File: config.mk
export PLATFORM = sky130hd
export DESIGN_NAME = lza_scan_counter
export DESIGN_NICKNAME = d
export VERILOG_FILES = /design/src/rtl/fpu_lza_pkg.sv /design/src/rtl/lza_indicator.sv /design/src/rtl/lza_scan_counter.sv
export SDC_FILE = /design/constraint.sdc
export NUM_CORES = 1
export LEC_CHECK = 0
export BUFFER_PORTS_ARGS = -buffer_cell sky130_fd_sc_hd__buf_4
export CORE_UTILIZATION = 40
export CTS_CLUSTER_DIAMETER = 150
export CTS_CLUSTER_SIZE = 10
export DETAILED_ROUTE_END_ITERATION = 12
export HOLD_SLACK_MARGIN = 0.06
export REMOVE_ABC_BUFFERS = 1
export SLEW_MARGIN = 20
export SYNTH_ARGS = -nofsm -noshare
export SYNTH_HDL_FRONTEND = slang
export SYNTH_HIERARCHICAL = 1
export SYNTH_SLANG_ARGS = --single-unit
File: constraint.sdc
create_clock -name clk -period 2.4 [get_ports clk]
set_input_delay 0.12 -clock clk [delete_from_list [all_inputs] [get_ports clk]]
set_output_delay 0.12 -clock clk [all_outputs]
set_load 0.02 [all_outputs]
File: src/rtl/fpu_lza_pkg.sv
// Shared definitions for the leading-zero anticipator datapath.
//   state_t     : scan FSM states (IDLE, SCAN, DONE)
//   W_DEFAULT   : default operand/indicator width
//   CHUNK_DEFAULT: default indicator bits examined per scan cycle
//   calc_nch()  : number of CHUNK-wide slices needed to cover W bits
package fpu_lza_pkg;

   localparam int W_DEFAULT     = 26;
   localparam int CHUNK_DEFAULT = 4;

   typedef enum logic [1:0] {
      IDLE,
      SCAN,
      DONE
   } state_t;

   function automatic int calc_nch(input int w, input int chunk);
      return (w + chunk - 1) / chunk;
   endfunction

endpackage

File: src/rtl/lza_indicator.sv
// Combinational LZA indicator string generator.
// Turns per-bit propagate/generate into the f string whose highest set bit
// predicts the position of the leading significant bit of the sum.
// Ports:
//   P_i [W-1:0] : propagate vector, A[i]^B[i]
//   G_i [W-1:0] : generate vector,  A[i]&B[i]
//   f_o [W-1:0] : indicator string
module lza_indicator #(
   parameter int W = fpu_lza_pkg::W_DEFAULT
) (
   input  logic [W-1:0] P_i,
   input  logic [W-1:0] G_i,
   output logic [W-1:0] f_o
);

   // Extended vectors: bit 0 is position -1, bit W+1 is position W.
   // Both out-of-range positions read as T=0, G=0, K=1.
   logic [W+1:0] tx;
   logic [W+1:0] gx;
   logic [W+1:0] kx;

   assign tx = {1'b0, P_i, 1'b0};
   assign gx = {1'b0, G_i, 1'b0};
   assign kx = {1'b1, ~P_i & ~G_i, 1'b1};

   // Aligned views: *_hi = position i+1, *_mid = position i, *_lo = position i-1.
   logic [W-1:0] t_hi;
   logic [W-1:0] g_mid;
   logic [W-1:0] k_mid;
   logic [W-1:0] g_lo;
   logic [W-1:0] k_lo;

   assign t_hi  = tx[W+1:2];
   assign g_mid = gx[W:1];
   assign k_mid = kx[W:1];
   assign g_lo  = gx[W-1:0];
   assign k_lo  = kx[W-1:0];

   assign f_o = ( t_hi & ((g_mid & ~k_lo) | (k_mid & ~g_lo)))
              | (~t_hi & ((k_mid & ~k_lo) | (g_mid & ~g_lo)));

endmodule

File: src/rtl/lza_scan_counter.sv
// Leading-zero anticipator and counter for the add/subtract datapath.
// Captures the LZA indicator string built from P/G, then scans it MSB-first,
// CHUNK bits per cycle, producing the normalization left-shift amount.
// Optional macro LZA_FIXED_LATENCY_EN: when defined, every scan visits all
// chunks so the result always appears a fixed number of cycles after accept.
// Ports:
//   clk, rst      : clock, synchronous active-high reset
//   in_valid_i    : P/G vectors valid
//   in_ready_o    : block can accept P/G (IDLE only)
//   P_i, G_i      : propagate / generate vectors
//   out_valid_o   : result valid, held until out_ready_i
//   out_ready_i   : downstream accepts result
//   shift_o       : predicted leading-zero count (W when zero)
//   zero_o        : indicator string all zero
module lza_scan_counter
   import fpu_lza_pkg::*;
#(
   parameter int W     = W_DEFAULT,
   parameter int CHUNK = CHUNK_DEFAULT,
   parameter int CW    = $clog2(W + 1)
) (
   input  logic          clk,
   input  logic          rst,
   input  logic          in_valid_i,
   output logic          in_ready_o,
   input  logic [W-1:0]  P_i,
   input  logic [W-1:0]  G_i,
   output logic          out_valid_o,
   input  logic          out_ready_i,
   output logic [CW-1:0] shift_o,
   output logic          zero_o
);

   localparam int NCH = calc_nch(W, CHUNK);
   localparam int SW  = NCH * CHUNK;
   localparam int IW  = $clog2(NCH + 1);

   state_t        state_q, state_d;
   logic [SW-1:0] scan_q, scan_d;
   logic [CW-1:0] count_q, count_d;
   logic [IW-1:0] idx_q, idx_d;
   logic          found_q, found_d;
   logic          zero_q, zero_d;

   logic [W-1:0]     f;
   logic [SW-1:0]    scan_load;
   logic [CHUNK-1:0] chunk;
   logic             hit;
   logic [CW-1:0]    lz;
   logic             last;

   lza_indicator #(.W(W)) u_indicator (
      .P_i (P_i),
      .G_i (G_i),
      .f_o (f)
   );

   // MSB-aligned, zero padding at the LSB end never produces a hit.
   assign scan_load = SW'(f) << (SW - W);
   assign chunk     = scan_q[SW-1 -: CHUNK];
   assign last      = (idx_q == IW'(NCH - 1));

   // Chunk priority encoder: leading zeros within the top CHUNK bits.
   always_comb begin
      hit = 1'b0;
      lz  = '0;
      for (int unsigned j = 0; j < CHUNK; j++) begin
         if (!hit && chunk[CHUNK-1-j]) begin
            hit = 1'b1;
            lz  = CW'(j);
         end
      end
   end

   always_ff @(posedge clk) begin
      if (rst) begin
         state_q <= IDLE;
         scan_q  <= '0;
         count_q <= '0;
         idx_q   <= '0;
         found_q <= 1'b0;
         zero_q  <= 1'b0;
      end else begin
         state_q <= state_d;
         scan_q  <= scan_d;
         count_q <= count_d;
         idx_q   <= idx_d;
         found_q <= found_d;
         zero_q  <= zero_d;
      end
   end

   always_comb begin
      state_d = state_q;
      scan_d  = scan_q;
      count_d = count_q;
      idx_d   = idx_q;
      found_d = found_q;
      zero_d  = zero_q;

      unique case (state_q)
         IDLE: begin
            if (in_valid_i) begin
               scan_d  = scan_load;
               count_d = '0;
               idx_d   = '0;
               found_d = 1'b0;
               zero_d  = 1'b0;
               state_d = SCAN;
            end
         end

         SCAN: begin
`ifdef LZA_FIXED_LATENCY_EN
            // Count freezes once the first one is seen; the walk continues
            // through every chunk so latency is independent of the data.
            if (!found_q) begin
               if (hit) begin
                  count_d = count_q + lz;
                  found_d = 1'b1;
               end else begin
                  count_d = count_q + CW'(CHUNK);
               end
            end
            scan_d = scan_q << CHUNK;
            idx_d  = idx_q + 1'b1;
            if (last) begin
               state_d = DONE;
               if (!found_q && !hit) begin
                  zero_d  = 1'b1;
                  count_d = CW'(W);
               end
            end
`else
            if (hit) begin
               count_d = count_q + lz;
               found_d = 1'b1;
               state_d = DONE;
            end else begin
               count_d = count_q + CW'(CHUNK);
               scan_d  = scan_q << CHUNK;
               idx_d   = idx_q + 1'b1;
               if (last) begin
                  state_d = DONE;
                  if (!found_q) begin
                     zero_d  = 1'b1;
                     count_d = CW'(W);
                  end
               end
            end
`endif
         end

         DONE: begin
            if (out_ready_i) state_d = IDLE;
         end

         default: state_d = IDLE;
      endcase
   end

   assign in_ready_o  = (state_q == IDLE);
   assign out_valid_o = (state_q == DONE);
   assign shift_o     = count_q;
   assign zero_o      = zero_q;

endmodule

== Word-level counts from Yosys, hierarchy flattened ==
Cells that the tools add are included.
Word-level totals
  input port bits: 56
  bits in registers: 40
  logic and storage cells: 77
  output and inout bits: 8
Operators by class
  muxes and demuxes: 30
  add/sub/neg operators: 3
  equal/unequal tests: 10
  bitwise logic cells: 15
  reductions and logical operators: 13
Operator list (count)
  26-bit bitwise AND: 6
  26-bit inverter: 4
  26-bit bitwise OR: 3
  28-bit 2-to-1 mux: 2
  28-bit case mux with 2 select lines: 1
  25-bit by 26-bit bitwise AND with 26-bit output: 1
  25-bit inverter with 26-bit output: 1
  5-bit 2-to-1 mux: 5
  1-bit 2-to-1 mux: 10
  2-bit 2-to-1 mux: 5
  2-bit != test (second input constant): 5
  5-bit case mux with 2 select lines: 1
  3-bit AND reduction: 3
  3-bit 2-to-1 mux: 2
  2-bit case mux with 3 select lines: 1
  3-bit case mux with 2 select lines: 1
  5-bit by 3-bit adder with 5-bit output (second input constant): 1
  5-bit adder: 1
  5-bit AND reduction: 1
  1-bit case mux with 2 select lines: 2
  3-bit by 1-bit adder with 3-bit output (second input constant): 1
  3-bit == test (second input constant): 1
  1-bit logical AND: 3
  1-bit zero test: 3
  7 further kinds: 7

== Longest topological paths before layout ==
Gate-level depths: netlist (run 1).
  depth after elaboration: 13
  mapped depth: 8
  mapped depth without buffers: 8

== Cells and area by module ==
The synthesis (run 1) kept the hierarchy.
By module, submodules not included
  lza_scan_counter: cells each 233, times used 1, area each 1864.3 um2
  lza_indicator: cells each 101, times used 1, area each 674.4 um2

== Worst setup path before layout (run 1) ==
No wires, ideal clock.
  path type: reg-to-reg
  start: register scan_q[25]
  end: register count_q[1], in the netlist shift_o[1]
  stages on the path, launching flop included: 9
  buffers on the path: 0
  data arrival time: 1.564 ns
  library setup time: 0.132 ns
  period minus slack after synthesis: 1.696 ns
  data required time: 2.268 ns
  slack: 0.704 ns
  cells stage by stage: dfxtp_1 > inv_1 > a21oi_1 > nor2_1 > ha_1 > fa_1 > and2_0 > o21ai_0 > a21oi_1
Between the ends
  word-level cells in the longest chain between the ends: 8
  elaborated cells on any way between the ends: 10
RTL lines
  start, declared: RTL line lza_scan_counter.sv:39  | logic [SW-1:0] scan_q, scan_d;
  start signal, assigned: RTL line lza_scan_counter.sv:85  | scan_q <= scan_d;
  1-bit logical AND *: RTL line lza_scan_counter.sv:68  | if (!hit && chunk[CHUNK-1-j]) begin
  1-bit 2-to-1 mux: RTL line lza_scan_counter.sv:68
  1-bit zero test: RTL line lza_scan_counter.sv:68
  1-bit logical AND: RTL line lza_scan_counter.sv:68
  5-bit 2-to-1 mux: RTL line lza_scan_counter.sv:68
  5-bit adder: RTL line lza_scan_counter.sv:136  | count_d = count_q + lz;
  5-bit 2-to-1 mux *: RTL line lza_scan_counter.sv:135  | if (hit) begin
  5-bit case mux with 2 select lines *: RTL line lza_scan_counter.sv:101  | unique case (state_q)
  end signal, assigned: RTL line lza_scan_counter.sv:86  | count_q <= count_d;
  end, declared: RTL line lza_scan_counter.sv:40  | logic [CW-1:0] count_q, count_d;
Every way passes the cells marked *; elsewhere a longest branch is shown, timed or not.
A chain may end at the register's enable or synchronous reset.

== Worst setup path in the final report (run 1) ==
  start: register scan_q[25]
  end: register scan_q[22]
Between the ends
  word-level cells in the longest chain between the ends: 7
RTL lines (RTL line)
  1-bit logical AND *: lza_scan_counter.sv:68
  1-bit 2-to-1 mux *: lza_scan_counter.sv:68
  1-bit zero test: lza_scan_counter.sv:68
  1-bit logical AND: lza_scan_counter.sv:68
  1-bit 2-to-1 mux *: lza_scan_counter.sv:68
  2-bit != test (no source line) *
  3-bit AND reduction (no source line) *
Marked as above.

==> results of run 1 <==
==> placed cells by master, fill, tap and decap left out, drive strengths merged <==
| cell | n |
|---|---|
| a221oi | 20 |
| bufinv | 2 |
| nand2b | 1 |
| mux2 | 3 |
| nor3b | 2 |
| a311oi | 22 |
| xnor2 | 1 |
| ha | 5 |
| nand2 | 52 |
| nand3b | 1 |
| nand3 | 1 |
| clkinv | 2 |
| nor2b | 1 |
| buf | 69 |
| o22ai | 1 |
| o31ai | 2 |
| o32ai | 2 |
| a2bb2oi | 1 |
| fa | 1 |
| nor4 | 1 |
| nand4 | 2 |
| o311ai | 2 |
| o21a | 2 |
| inv | 30 |
| o21ai | 12 |
| xor2 | 22 |
| and3 | 1 |
| nor3 | 25 |
| and2 | 1 |
| a31oi | 2 |
| mux2i | 2 |
| a21oi | 41 |
| or4 | 4 |
| nor2 | 13 |
| o21bai | 1 |
| dfxtp | 38 |
| clkbuf | 5 |
==> metal layers <==
layer  vias to the layer above  share of wire [%]
met2                        40                 47
met5                         -                  0
met4                         0                1.3
met3                         6                2.5
met1                      1224                 49
li1                       1346                  -
==> how the worst max path moves through the flow <==
| stage | slack (ns) | endpoint |
|---|---|---|
| 6_report | 0.44 | scan_q[22] |
| 3_5_place_dp | 0.45 | scan_q[22] |
| 2_1_floorplan | 0.36 | scan_q[10] |
| 5_1_grt | 0.28 | scan_q[21] |
| 4_1_cts | 0.45 | scan_q[22] |
| 3_3_place_gp | 0.52 | scan_q[24] |
==> flip-flops by register name, indices dropped and copies added, names as in the netlist <==
register,cells
zero_o,1
scan_q,26
shift_o,5
state_q,2
found_q,1
idx_q,3
==> cell type report <==
cell class / instances / share of cell area (%)
Tap cell: 75 / 2.93
Inverter: 31 / 3.63
Timing Repair Buffer: 69 / 16.2
Clock inverter: 3 / 2.15
Clock buffer: 5 / 2.15
Sequential cell: 38 / 23.8
Multi-Input combinational cell: 247 / 49.2
==> where the power goes <==
group          switching [mW]  internal (mW)
combinational           0.350          0.281
clock                   0.246          0.417
sequential             0.0730          0.715
total                   0.670           1.41
==> worst min-delay path, cell delays in order <==
cell and delay, ns:
buf_4 0.10, a21oi_2 0.04, nand2_1 0.05, a21oi_1 0.05
==> cells by family after synthesis <==
group | count (synthesis)
xor gates and xnor gates | 23
adders and majority gates | 6
and+or+nand+nor | 105
muxes | 5
DFF | 38
buffers and inverters | 49
AOI/OAI and AO/OA | 108
==> impl_metrics.toml, run 1 <==
[global_route]
antenna_found_initial = 0
gr-total-overflow = 0
grt_pass1_wl_mm = 10.1
grt_use_met2_pct = 33.9
grt_util_met3_pct = 2.67
grt_pass1_vias = 2336
grt_max_degree = 39
grt_usage_pct = 19.2
top_usage_layer = "met2"
grtUsageMet1_pct = 23.3

[sta]
maxSlewViolCount = 0
relSlewSlack_pct = 65.5
hold_ws_ns = 0.112
hold_viol_final = 0
fin_crit_ns = 1.96
layout_setup_ws_ns = 0.443
setup_viol = 0
skew_ns = 0.0101
max_freq_mhz = 511
fin_crit_sh_pct = 81.5
finalSetupTns_ns = 0
worst_pin_slew_ns = 0.513
rsz0062_at_grt = "false"

[yosys]
synthMuxAreaShare_pct = 2.61
synth_xor_area_share_pct = 7.93
synthSimpleGateAreaFrac_pct = 19.2
yosys.area.top_type_share_pct = 30.0
synth_top_area_cell = "dfxtp_1"
syn-instance-count = 334
async_flop_share_pct = 0
synth_commonest_cells = "52 x nand2_1, 40 x a21oi_1, 38 x dfxtp_1, 30 x inv_1, 25 x nor3_1"
synth.most_common_cell = "nand2_1"
synth-compound-area-share_pct = 29.0
yosys_warnings = 6
synth_edf_count = 0
ys_seq_area_share_pct = 30.0
synth_top_family_by_area = "compound AO/OA/AOI/OAI gates"
ys.flop_type = "dfxtp_1"
synthAdderAreaFrac_pct = 3.25
syn_area_per_cell_um2 = 7.60
synth_cell_type_count = 42
syn_area_um2 = 2540
synth_area_leaders = "dfxtp_1 30%, a21oi_1 7.9%, nand2_1 7.7%, a311oi_1 7.6%, xor2_1 7.6%"
ys_seq_elements = 38

[layout]
fillerInstances = 603
final_layout_size_suffix_gt1_share_pct = 21.4
fin_area_um2 = 3200
utilization_pct = 53.1
multiInputGateArea_um2 = 1580
fin_nets = 454
area.sequential_um2 = 761
antenna_cells = 0
area_growth_pct = 26.1
instances_no_fill = 468

[floorplanning]
rows = 28
fp.dieH_um = 81.7
pin_count = 64
die_x_um = 81.7
start_util_pct = 42.1
die_area_um2 = 6670
core_um2 = 6030

[worst_setup_path]
arrival_ns = 2.17
r2r_start = "scan_q[25]"
crit_required_ns = 2.61
cp-end-kind = "flop"
r2r_slack_ns = 0.44
cp_num_cells = 4
crit_start = "scan_q[25]"
cp-start-kind = "flop"
critical_path.max_fanout = 23
worst-path-buf-inv = 0
cpLargestDelayFamily = "multiplexers"
crit_chain = "nor4_4, mux2_2, a21oi_1, a311oi_1"
r2r.worst_path.cells = 4
rr_endpoint = "scan_q[22]"
slowest_stage = "mux2_2"
path_class = "reg -> reg"
critPathMaxStageDelay_ns = 0.57

[placed_design]
routabilityCongestion = 0.762
dp_hpwl_mm = 4.35
port_buffers = 63
place_area_um2 = 3060
place_ws_ns = 0.454
dp_cells = 460

[outcome]
status = "finished clean"

[power_and_ir_drop]
p_per_area_nw_per_um2 = 650
vdd_ir_drop_max_mv = 0.528
p_leak_nw = 1.35
power_mw = 2.08

[clock_network]
clock_latency_ns = 0.30
ctsResizeCount = 0
post-cts-setup-buffers = 0
path_clk_slew_ns = 0.09
clock_sinks = 38
cts_root_buffer = "clkbuf_8"
cts_buffer_depth = 2
holdBufCountCts = 0
tritoncts = "yes"
htreeDepth = 2
cts_buffers = 5

[route]
drt_wl_total_mm = 6.05
detail_route.wl_per_cell_um = 12.9
drc = 0
avgViaCountPerCell = 5.59
ant_nets = 0
num_vias = 2616
drtIter0Drc = 119
dr.pass1.iters = 4

[min_path]
hp-class = "in -> reg"
holdPathEnd = "scan_q[3]"
worstHoldStart = "P_i[1]"
min_path_cells = 4

[job]
cap_violations = 0
No activity file was read; power rests on OpenSTA's default activity.
==> inputs of run 2 (changes only) <==
==> constraint.sdc (replaced) <==
create_clock -name clk -period 1.9 [get_ports clk]
set_input_delay 0.095 -clock clk [delete_from_list [all_inputs] [get_ports clk]]
set_output_delay 0.095 -clock clk [all_outputs]
set_load 0.02 [all_outputs]
==> run 2 against run 1 <==
Against the previous run:
- clock skew is 0.0077 ns lower
- combinational power is 37% higher
- critical path depth is 3 higher
==> impl_metrics.toml, run 2 (synthesis results as in run 1) <==
[outcome]
status = "finished clean"

[placed_design]
place_ws_ns = 0.108
routabilityCongestion = 0.813
dp_hpwl_mm = 4.37
port_buffers = 63
dp_cells = 463

[route]
detail_route.wl_per_cell_um = 13.0
drtIter0Drc = 71
dr.pass1.iters = 4
ant_nets = 0
drc = 0
drt_wl_total_mm = 6.14
avgViaCountPerCell = 5.51
num_vias = 2593

[sta]
fin_crit_sh_pct = 92.0
fin_crit_ns = 1.75
maxSlewViolCount = 0
skew_ns = 0.00245
max_freq_mhz = 572
relSlewSlack_pct = 71.1
setup_viol = 0
hold_viol_final = 0
layout_setup_ws_ns = 0.151
rsz0062_at_grt = "false"
worst_pin_slew_ns = 0.430

[worst_setup_path]
critical_path.max_fanout = 5
cp-start-kind = "flop"
worst-path-buf-inv = 0
arrival_ns = 1.91
crit_required_ns = 2.06
critPathMaxStageDelay_ns = 0.44
crit_chain = "a21oi_1, nor2_1, ha_1, fa_1, and2_0, o21ai_0, a21oi_1"
cp-end-kind = "flop"
cp_num_cells = 7
slowest_stage = "dfxtp_1"
cp_common_cell = "a21oi_1"
path_class = "reg -> reg"
r2r.worst_path.cells = 7
cpLargestDelayFamily = "adder cells"
r2r_slack_ns = 0.15

[floorplanning]
start_util_pct = 42.1
pin_count = 64
fp.dieH_um = 81.7
core_um2 = 6030
die_area_um2 = 6670
die_x_um = 81.7
rows = 28

[layout]
area_growth_pct = 27.3
final_layout_size_suffix_gt1_share_pct = 22.7
antenna_cells = 0
fin_nets = 457
instances_no_fill = 471
fillerInstances = 615
final_common_cell = "buf_4"
largest_reg_flops = 26
mostFrequentLayoutCells = "69 x buf_4, 52 x nand2_1, 40 x a21oi_1, 37 x dfxtp_1, 30 x inv_1"
regMostFlops = "scan_q"
utilization_pct = 53.6

[job]
cap_violations = 0

[power_and_ir_drop]
p_per_area_nw_per_um2 = 757
vdd_ir_drop_max_mv = 0.387
p_leak_nw = 1.36
power_mw = 2.45

[clock_network]
path_clk_slew_ns = 0.08
cts_root_buffer = "clkbuf_8"
htreeDepth = 2
clock_sinks = 38
cts_buffers = 5
tritoncts = "yes"
cts_buffer_depth = 2
holdBufCountCts = 0
clock_latency_ns = 0.29

[global_route]
grt_max_degree = 39
gr-total-overflow = 0
grt_pass1_vias = 2316
grt_pass1_wl_mm = 10.1
antenna_found_initial = 0
grt_usage_pct = 19.0

[min_path]
min_path_cells = 4
hp-class = "in -> reg"
## run 2: area by class of cell
class / count / area, µm² / area share [%]
flip-flops and latches: 38 / 764 / 23.7
repair buffers: 72 / 578 / 17.9
clock inverters: 2 / 12.5 / 0.387
inverters: 31 / 116 / 3.60
well taps: 75 / 93.8 / 2.90
clock buffers: 6 / 82.6 / 2.56
multi-input cells: 247 / 1580 / 49.0
## run 2: power breakdown
group	internal (mW)	leakage, nW	total (mW)	switching [mW]
Combinational	0.400	1.00	0.863	0.464
Sequential	0.905	0.313	0.992	0.0874
Clock	0.292	0.0472	0.590	0.298
Total	1.60	1.36	2.45	0.849
## run 2: through the flow
step / hold slack [ns] / area (µm²) / TNS, ns
final: 0.105 / 3230 / 0
after global routing: 0.117 / 3230 / 0
after CTS: 0.106 / 3220 / 0
after detailed placement: 0.407 / 3120 / 0
after global placement: 0.409 / 3120 / 0
after floorplan: 0.164 / 2450 / -3.18
## run 2: worst paths after layout
path,start,to
setup / recovery,scan_q[24],shift_o[1]
hold / removal,P_i[1],scan_q[3]
setup reg to reg,scan_q[24],shift_o[1]
hold reg to reg,zero_o,zero_o
## run 2: worst register-to-register path: stages (launching register included)
cell and delay (ns):
dfxtp_1 0.44, a21oi_1 0.10, nor2_1 0.11, ha_1 0.20, fa_1 0.42, and2_0 0.14, o21ai_0 0.15, a21oi_1 0.08
## run 2: layer usage
| layer | wire, µm | global-route usage [%] | vias to the layer above |
|---|---|---|---|
| met5 | 0 | 0 | - |
| met4 | 58 | 6.32 | 0 |
| met3 | 239 | 2.89 | 8 |
| met2 | 2870 | 31.9 | 62 |
| met1 | 2970 | 24.6 | 1175 |
| li1 | - | - | 1348 |
## run 2: repair_timing
item                                    in CTS  in global routing
setup buffers                                0                  0
endpoints found under the setup margin       0                  4
gates resized for setup                      0                  4
==> inputs of run 3 (changes only) <==
--- a/config.mk
+++ b/config.mk
@@ -11,7 +11,6 @@
 export CTS_CLUSTER_SIZE = 10
 export DETAILED_ROUTE_END_ITERATION = 12
 export HOLD_SLACK_MARGIN = 0.06
-export REMOVE_ABC_BUFFERS = 1
 export SLEW_MARGIN = 20
 export SYNTH_ARGS = -nofsm -noshare
 export SYNTH_HDL_FRONTEND = slang
==> run 3 against run 2 <==
Against the previous run:
- via count is 1.3% higher
- register-to-register slack hardly changed
- count of clock-buffer cells in the layout stayed put
- sequential share of layout area is 0.13 points higher
- cell count is 0.21% higher
- combinational power is 2.4% lower
- power is 0.59% lower
- critical path depth is 1 higher
- fmax is 0.82% higher
- global-route usage is 0.13 points higher
- final area is 0.54% lower
- first-iteration DRC count is 92% higher
- largest cell class unchanged
==> impl_metrics.toml, run 3 (synthesis results as in run 1) <==
[worst_setup_path]
arrival_ns = 1.96
crit_required_ns = 2.12
cp-start-kind = "flop"
critical_path.max_fanout = 5
path_class = "reg -> reg"
cp-end-kind = "flop"

[route]
highest_layer = "met4"
drt_wl_total_mm = 6.04
drtIter0Drc = 136
num_vias = 2628
dr.pass1.iters = 4
drc = 0
ant_nets = 0
detail_route.wl_per_cell_um = 12.8
wl_met1_mm = 2.99
avgViaCountPerCell = 5.57
wl_met2_mm = 2.76
wl_met3_um = 233

[floorplanning]
fp.dieH_um = 81.7
rows = 28
pin_count = 64
die_area_um2 = 6670
start_util_pct = 42.1
core_um2 = 6030
die_x_um = 81.7

[sta]
relSlewSlack_pct = 72.2
finalSetupTns_ns = 0
max_freq_mhz = 577
worst_pin_slew_ns = 0.412
skew_ns = 0.00435
rsz0062_at_grt = "false"
hold_viol_final = 0
fin_crit_ns = 1.73
setup_viol = 0
maxSlewViolCount = 0
fin_crit_sh_pct = 91.3

[power_and_ir_drop]
p_per_area_nw_per_um2 = 757
p_leak_nw = 1.36
power_mw = 2.43
vdd_ir_drop_max_mv = 0.586

[layout]
antenna_cells = 0
largest_reg_flops = 26
fillerInstances = 638
final_common_cell = "buf_4"
mostFrequentLayoutCells = "72 x buf_4, 52 x nand2_1, 40 x a21oi_1, 37 x dfxtp_1, 30 x inv_1"
multiInputGateArea_um2 = 1580
area_growth_pct = 26.6
fin_area_um2 = 3210
final_layout_size_suffix_gt1_share_pct = 22.9
fin_nets = 458
area.sequential_um2 = 764
regMostFlops = "scan_q"

[clock_network]
cts_buffer_depth = 2
htreeDepth = 2
clock_latency_ns = 0.29
cts_buffers = 5
tritoncts = "yes"
post-cts-setup-buffers = 0
clock_sinks = 38
cts_root_buffer = "clkbuf_8"
path_clk_slew_ns = 0.08

[job]
cap_violations = 0

[placed_design]
dp_hpwl_mm = 4.25
port_buffers = 63
routabilityCongestion = 0.784
place_area_um2 = 3110

[global_route]
grt_pass1_vias = 2301
gr-total-overflow = 0
antenna_found_initial = 0
grt_max_degree = 39
grt_pass1_wl_mm = 10.2
grt_usage_pct = 19.1

[outcome]
status = "finished clean"

[min_path]
hp-class = "in -> reg"

[yosys]
synth_nets = 396
[run 3: cell count changes in the layout (fill, tap and decap cells not counted), sizes merged]
| cell | delta |
|---|---|
| buf | +1 |
[run 3: power breakdown]
| group | internal [mW] | switching [mW] | leakage [nW] |
|---|---|---|---|
| registers | 0.905 | 0.0843 | 0.313 |
| logic | 0.386 | 0.456 | 1.00 |
| clock network | 0.292 | 0.307 | 0.0472 |
| total | 1.58 | 0.848 | 1.36 |
[run 3: area by class of cell]
cell class | count | share of cell area, %
timing repair buffer | 73 | 17.4
tap | 75 | 2.92
clock buffer | 6 | 2.57
multi-input combinational | 247 | 49.3
inverter | 31 | 3.62
sequential | 38 | 23.8
clock inverter | 2 | 0.389
[run 3: per-layer routing]
layer,track usage [%],vias to the layer above
met1,25.8,1214
met2,31.9,62
met5,0,-
met3,2.67,6
met4,4.74,0
li1,-,1346
[run 3: critical path, stage by stage (launching register included)]
cell and delay, ns:
dfxtp_4 0.38, inv_1 0.04, a21oi_1 0.12, nor2_1 0.06, ha_1 0.21, fa_1 0.43, nor2_2 0.14, o311ai_0 0.12
a31oi_1 0.17
[run 3: worst paths after layout]
kind,from,end,slack [ns],cells past startpoint
setup / recovery,scan_q[25],shift_o[4],0.17,8
setup reg to reg,scan_q[25],shift_o[4],0.17,8
hold reg to reg,zero_o,zero_o,0.47,1
hold / removal,P_i[1],scan_q[3],0.09,4
[run 3: stage by stage]
stage / util, % / setup WS [ns] / cells / hold slack, ns
after global placement: 51.6 / 0.133 / 464 / 0.402
after floorplan: - / 0.204 / 334 / 0.270
after global routing: 53.3 / 0.0348 / 472 / 0.101
after CTS: 53.1 / 0.0612 / 472 / 0.0893
after detailed placement: 51.6 / 0.0819 / 464 / 0.398
final: 53.3 / 0.166 / 472 / 0.0872
[run 3: repair_timing]
action                     CTS  global route
resized for setup            0             4
hold buffers                 0             0
setup endpoints to repair    0             4
